$ cat src/rtl/hazard_ctrl_unit.sv
// hazard_ctrl_unit
// ----------------
// Pipeline hazard controller for the 5-stage MIPS core. Decides, every cycle,
// whether the front end may advance, whether a bubble is injected into ID/EX,
// whether IF/ID and ID/EX are flushed after a taken branch, and whether EX is
// frozen while the multiply/divide unit works.
//
// Parameters:
//   REG_ADDR_W  register specifier width
//   LOAD_DELAY  bubbles per load-use hazard (1..15)
//   CNT_W       width of the stall statistics counter
//
// Ports:
//   clk, reset          rising-edge clock, asynchronous active-high reset
//   id_ex_mem_read      EX instruction is a load
//   id_ex_reg_rt        load destination register
//   if_id_reg_rs/rt     ID source registers
//   if_id_uses_rt       ID instruction actually reads rt
//   branch_taken        branch/jump in EX resolved taken
//   mdu_start/mdu_done  multi-cycle unit handshake pulses
//   PCWrite, IF_ID_Write    front-end enables
//   Mux_Select_Stall        zero ID/EX control (bubble)
//   if_id_flush, id_ex_flush  flush to NOP
//   ex_hold             freeze EX while the MDU is busy
//   stall_count         saturating count of cycles with PCWrite=0
//
// Optional feature: define HAZARD_STATS_EN to build the stall_count port and
// its counter; without it the port and the counter do not exist.

module hazard_ctrl_unit #(
    parameter int REG_ADDR_W = 5,
    parameter int LOAD_DELAY = 1,
    parameter int CNT_W      = 16
) (
    input  logic                  clk,
    input  logic                  reset,
    input  logic                  id_ex_mem_read,
    input  logic [REG_ADDR_W-1:0] id_ex_reg_rt,
    input  logic [REG_ADDR_W-1:0] if_id_reg_rs,
    input  logic [REG_ADDR_W-1:0] if_id_reg_rt,
    input  logic                  if_id_uses_rt,
    input  logic                  branch_taken,
    input  logic                  mdu_start,
    input  logic                  mdu_done,
    output logic                  PCWrite,
    output logic                  IF_ID_Write,
    output logic                  Mux_Select_Stall,
    output logic                  if_id_flush,
    output logic                  id_ex_flush,
    output logic                  ex_hold
`ifdef HAZARD_STATS_EN
    ,
    output logic [CNT_W-1:0]      stall_count
`endif
);

    typedef enum logic [1:0] {
        RUN        = 2'd0,
        LOAD_STALL = 2'd1,
        MDU_BUSY   = 2'd2
    } state_t;

    // The first bubble is produced while still in RUN, so the dedicated
    // stall state only has to cover the remaining LOAD_DELAY-1 cycles.
    localparam logic [3:0] LD_INIT = 4'(LOAD_DELAY - 1);

    // Elaboration-time guard against an out-of-range configuration.
    if (LOAD_DELAY < 1 || LOAD_DELAY > 15 || CNT_W < 1) begin : g_param_check
        $error("hazard_ctrl_unit: LOAD_DELAY must be 1..15 and CNT_W >= 1");
    end

    state_t     state, state_next;
    logic [3:0] ld_cnt, ld_cnt_next;
    logic       load_use_hit;

    // A load only hazards if it writes a real register that the ID stage
    // reads; rt counts only when the instruction genuinely sources it.
    assign load_use_hit = id_ex_mem_read && (id_ex_reg_rt != '0) &&
                          ((id_ex_reg_rt == if_id_reg_rs) ||
                           (if_id_uses_rt && (id_ex_reg_rt == if_id_reg_rt)));

    // State register and bubble down-counter.
    always_ff @(posedge clk or posedge reset) begin
        if (reset) begin
            state  <= RUN;
            ld_cnt <= '0;
        end else begin
            state  <= state_next;
            ld_cnt <= ld_cnt_next;
        end
    end

    // Next-state and output decode. Reset is folded in here so the outputs
    // take their safe stall values the instant reset rises, not at a clock.
    always_comb begin
        state_next       = state;
        ld_cnt_next      = ld_cnt;
        PCWrite          = 1'b1;
        IF_ID_Write      = 1'b1;
        Mux_Select_Stall = 1'b0;
        if_id_flush      = 1'b0;
        id_ex_flush      = 1'b0;
        ex_hold          = 1'b0;

        if (reset) begin
            PCWrite          = 1'b0;
            IF_ID_Write      = 1'b0;
            Mux_Select_Stall = 1'b1;
            state_next       = RUN;
            ld_cnt_next      = '0;
        end else begin
            case (state)
                RUN: begin
                    if (branch_taken) begin
                        if_id_flush = 1'b1;
                        id_ex_flush = 1'b1;
                    end else if (mdu_start) begin
                        // A done in the same cycle means a single-cycle op.
                        if (!mdu_done) begin
                            state_next = MDU_BUSY;
                        end
                    end else if (load_use_hit) begin
                        PCWrite          = 1'b0;
                        IF_ID_Write      = 1'b0;
                        Mux_Select_Stall = 1'b1;
                        if (LOAD_DELAY > 1) begin
                            state_next  = LOAD_STALL;
                            ld_cnt_next = LD_INIT;
                        end
                    end
                end

                LOAD_STALL: begin
                    if (branch_taken) begin
                        // EX should hold a bubble here; recover cleanly anyway.
                        if_id_flush = 1'b1;
                        id_ex_flush = 1'b1;
                        state_next  = RUN;
                        ld_cnt_next = '0;
                    end else begin
                        PCWrite          = 1'b0;
                        IF_ID_Write      = 1'b0;
                        Mux_Select_Stall = 1'b1;
                        if (ld_cnt <= 4'd1) begin
                            state_next  = RUN;
                            ld_cnt_next = '0;
                        end else begin
                            ld_cnt_next = ld_cnt - 4'd1;
                        end
                    end
                end

                MDU_BUSY: begin
                    PCWrite     = 1'b0;
                    IF_ID_Write = 1'b0;
                    ex_hold     = 1'b1;
                    if (mdu_done) begin
                        state_next = RUN;
                    end
                end

                default: begin
                    state_next  = RUN;
                    ld_cnt_next = '0;
                end
            endcase
        end
    end

`ifdef HAZARD_STATS_EN
    // Saturating count of front-end stall cycles, cleared only by reset.
    always_ff @(posedge clk or posedge reset) begin
        if (reset) begin
            stall_count <= '0;
        end else if (!PCWrite && (stall_count != '1)) begin
            stall_count <= stall_count + CNT_W'(1);
        end
    end
`endif

endmodule

$ cat config.mk
export PLATFORM = sky130hd
export DESIGN_NAME = hazard_ctrl_unit
export DESIGN_NICKNAME = d
export VERILOG_FILES = /design/src/rtl/hazard_ctrl_unit.sv
export SDC_FILE = /design/constraint.sdc
export NUM_CORES = 1
export LEC_CHECK = 0
export ABC_CLOCK_PERIOD_IN_PS = 3490
export CAP_MARGIN = 15
export CORE_AREA = 5 5 42 44
export DETAILED_ROUTE_END_ITERATION = 8
export DIE_AREA = 0 0 47 49
export PLACE_DENSITY = 0.58
export SLEW_MARGIN = 5
export SYNTH_ARGS = -nofsm -noshare
export SYNTH_HDL_FRONTEND = slang
export SYNTH_SLANG_ARGS = --single-unit
$ cat constraint.sdc
create_clock -name clk -period 3.49 [get_ports clk]
set_clock_uncertainty 0.2 [all_clocks]
set_input_delay 0.698 -clock clk [delete_from_list [all_inputs] [get_ports clk]]
set_output_delay 0.698 -clock clk [all_outputs]
set_load 0.02 [all_outputs]
==> results.md <==
Floorplanning:
- The width of the die is 47 um.
- In this run the standard cell core region covers about 1400 um2.
- 28 I/O pins were placed.
- The die covers around 2300 um2.
- The die is 49 um tall.
- The floorplan has 14 rows.
- For this configuration, the core starts out at a cell density of 15.98%.

Power and ir drop:
- The switching share of power is 29.67%.
- Sequential cells account for ~17% of the total power.
- The internal power is 0.05154 mW.
- The maximum vdd drop is about 70 uV.
- For this design the static power due to leakage is 0.2046 nW.
- For this design the total switching power over the nets is 0.02174 mW.
- The power density over cell area is 136.8 nW/um2.
- The clock network accounts for 0% of the total power.
- In this run, the combinational gates consume 82.7% of the power.
- The overall power of the completed layout is 0.07328 mW.

Clock tree:
- At the later pin of the worst-skew pair, clock insertion delay measures 0 ns.
- Clock-pin slew was measured on the worst setup and hold paths at 0 ns.
- Post-CTS timing repair inserted 0 buffers for setup.
- The number of buffers inserted by hold repair at cts is 0.

Critical path:
- The critical path data arrival time is 2.42 ns.
- Of all nets on the critical path, the largest fanout is 2.
- The signal on the critical path passes through clkdlybuf4s50_1 > or4_1 > nor2_1 > nor4b_2 > a211oi_2 > dlygate4sd2_1.
- The kind of launch point of the worst setup path is an input pin.
- The depth of the most critical reg-to-reg path is 2.
- For the worst setup path, the data required time is 2.59 ns.
- The worst register-to-register path ends at state[1]$_DFFE_PP0P_.
- The worst register-to-register path begins at state[1]$_DFFE_PP0P_.
- On the critical path, the stage with the largest delay is an instance of sky130_fd_sc_hd__or4_1.
- The setup path with the least slack is of type in -> out.
- The worst register-to-register path has a setup slack of 2.58 ns.
- The type of destination of the critical path is a primary output.
- The critical path's largest stage delay is roughly 0.50 ns.
- The kind of cell with the highest combined delay along the critical path is buffers and inverters.
- The combined buffer and inverter count along the critical path is 2.

Timing:
- The fmax is 301.0 MHz.
- After layout, the worst setup slack is 0.1674 ns.
- The number of setup violations in the final report is 0.
- The count of final max-slew check failures is 0.
- The final period demand of the worst path is about 3.3 ns.
- For the pin with the worst max-slew slack, the measured transition is 0.2966 ns.
- The worst relative slew slack is about four fifths.
- Dividing the final minimum period by the clock period gives 95.20%.
- The sum of negative setup slack is 0 ns.
- The post-route worst hold slack is 0.4071 ns.
- The number of hold-slack violations in the final timing report is 0.
- Setup repair after global routing left no endpoint under its margin.

Global route:
- The number of global-route vias before repair is 290.
- The number of antenna violations at the first check in global routing is 0.
- For this run, the total global-route usage over all layers was measured as about 6%.
- The aggregate global routing overflow is 0.
- The first global-routing pass estimated 1110 um of wire.
- Entering global routing, the biggest net connects 7 pins.

Detailed routing:
- The first-pass iteration count of the detailed router is 2.
- The remaining number of nets flagged by the antenna check after routing is 0.
- The remaining design rule violation count is 0.
- The routed wirelength normalized by instance count is 9.707 um.
- The number of vias per cell after detailed routing is between 3 and 4.
- The number of design-rule violations left by the first detailed-router iteration is 2.
- The number of vias after detailed routing is just under 300.
- The total wirelength of the detailed-routed design is 728 um.

Synth:
- The area of the mapped netlist is 224.0 um2.
- The flop and latch count out of synthesis is 1.
- The post-synth net total is 52.
- The proportion of synthesized chip area in sequential cells is 11.17%.
- The count of yosys warnings during synthesis is 0.
- Synthesis handed over a netlist of 30 instances.
- The synthesized netlist contains 15 unique library cells.
- The mean instance size in the synthesized netlist is 7.466 um2.

Placement:
- The routability congestion estimate is between 0.6 and 0.7.
- The port buffer count is 27.
- In this run the cell area measured after placement is 529.3 um2.
- The setup slack after placement is -0.1320 ns.
- After legalization and detailed placement, the total HPWL measured 692.6 um.

Status:
- The run finished with clean final reports.

Layout:
- The signed area change from the synthesized netlist to the final layout is 139.1%.
- The number of nets at the end of the flow is 83.
- The number of flip-flops in the largest register is 1.
- The share of post-route cells with drive strength above 1 is 10.17%.
- 0 antenna diodes ended up in the layout.
- The cell area after layout is about 540 um2.
- More flip-flops sit in one register than any other, and that register is state.
- In the final layout, the registers with the most flip-flops are state: 1 flops.

Worst hold path:
- The worst hold path terminates at state[1]$_DFFE_PP0P_.
- The startpoint identified for the worst hold timing path is state[1]$_DFFE_PP0P_.
- Along the worst hold path, the cell count comes to 2.
- The class of the most critical hold timing path is reg -> reg.

Run:
- Across the run, the number of max-cap violations was 0.
cells in the final DEF (no fill, tap or decap):
cell and count:
sky130_fd_sc_hd__nor2_1 2, sky130_fd_sc_hd__nand4_1 1, sky130_fd_sc_hd__inv_1 3, sky130_fd_sc_hd__buf_4 4
sky130_fd_sc_hd__nand3_1 1, sky130_fd_sc_hd__o22ai_1 1, sky130_fd_sc_hd__a211oi_2 1, sky130_fd_sc_hd__xnor2_1 10
sky130_fd_sc_hd__dlygate4sd2_1 2, sky130_fd_sc_hd__dfrtp_1 1, sky130_fd_sc_hd__a31o_1 1, sky130_fd_sc_hd__clkdlybuf4s50_1 24
sky130_fd_sc_hd__dlymetal6s2s_1 1, sky130_fd_sc_hd__a21oi_1 1, sky130_fd_sc_hd__or4_1 1, sky130_fd_sc_hd__nor3_1 2
sky130_fd_sc_hd__nor4b_2 1, sky130_fd_sc_hd__nand2_1 2
cell type report:
| cell class | count | area, um2 |
|---|---|---|
| Fill cell | 162 | 865.8 |
| Timing Repair Buffer | 31 | 300.3 |
| Multi-Input combinational cell | 24 | 178.9 |
| Sequential cell | 1 | 25.02 |
| Tap cell | 16 | 20.02 |
| Inverter | 3 | 11.26 |
logic make-up after synthesis:
group / after synthesis / synth area share (%)
AO/OA/AOI/OAI: 4 / 14.52
XOR/XNOR: 10 / 39.10
AND/OR/NAND/NOR: 10 / 23.47
buffers and inverters: 5 / 11.73
flip-flops: 1 / 11.17
worst reg2reg max path, cell delays in order, from the launching register on:
cell and delay [ns]:
sky130_fd_sc_hd__dfrtp_1 0.39, sky130_fd_sc_hd__a21oi_1 0.14, sky130_fd_sc_hd__nor3_1 0.05
synth_stat cells:
master,number,area share (%)
sky130_fd_sc_hd__or4_1,1,3.4
sky130_fd_sc_hd__nor2_1,2,3.4
sky130_fd_sc_hd__a31o_1,1,3.9
sky130_fd_sc_hd__inv_1,3,5.0
sky130_fd_sc_hd__xnor2_1,10,39
sky130_fd_sc_hd__o22ai_1,1,2.8
sky130_fd_sc_hd__nand2_1,2,3.4
sky130_fd_sc_hd__buf_4,2,6.7
sky130_fd_sc_hd__nand4_1,1,2.8
sky130_fd_sc_hd__nand3_1,1,2.2
sky130_fd_sc_hd__dfrtp_1,1,11
sky130_fd_sc_hd__a21oi_1,1,2.2
sky130_fd_sc_hd__a211oi_2,1,5.6
sky130_fd_sc_hd__nor3_1,2,4.5
sky130_fd_sc_hd__nor4b_1,1,3.9
power groups by stage:
stage	clock network (mW)	registers (mW)	logic [mW]
2_1_floorplan	0	0.0126	0.0237
3_3_place_gp	0	0.0126	0.0617
3_5_place_dp	0	0.0127	0.0621
4_1_cts	0	0.0127	0.0612
5_1_grt	0	0.0127	0.0652
6_report	0	0.0126	0.0606
worst max-delay path by stage:
stage	start	end	slack, ns	depth (start not counted)
after floorplan	id_ex_reg_rt[1]	PCWrite	0.58	5
after global placement	id_ex_reg_rt[2]	IF_ID_Write	-0.11	6
after detailed placement	id_ex_reg_rt[2]	PCWrite	-0.13	6
after CTS	id_ex_reg_rt[2]	Mux_Select_Stall	0.02	6
after global routing	id_ex_reg_rt[2]	IF_ID_Write	0.03	6
final	id_ex_reg_rt[2]	PCWrite	0.17	6
layer usage:
metal  vias to the layer above  GRT usage, %  routed length (um)  part of all wire (%)
li1                        161             -                   -                     -
met1                       116         8.753                 299                    41
met5                         -             0                   0                     0
met4                         0             0                   0                     0
met3                         0        0.7380                  95                    13
met2                        16         9.276                 333                    46
what timing repair did:
action / in CTS / in global routing
gates cloned: 0 / 0
pin swaps: 0 / 0
endpoints found under the hold margin: 0 / 0
gates resized for setup: 2 / 2
setup endpoints to repair: 2 / 1
through the flow:
step | util (%) | instances
2_1_floorplan | - | 30
4_1_cts | 37.59 | 75
3_3_place_gp | 37.77 | 75
3_5_place_dp | 37.77 | 75
5_1_grt | 38.21 | 75
6_report | 38.21 | 75
Note: power is estimated with default switching activity, not from simulation.
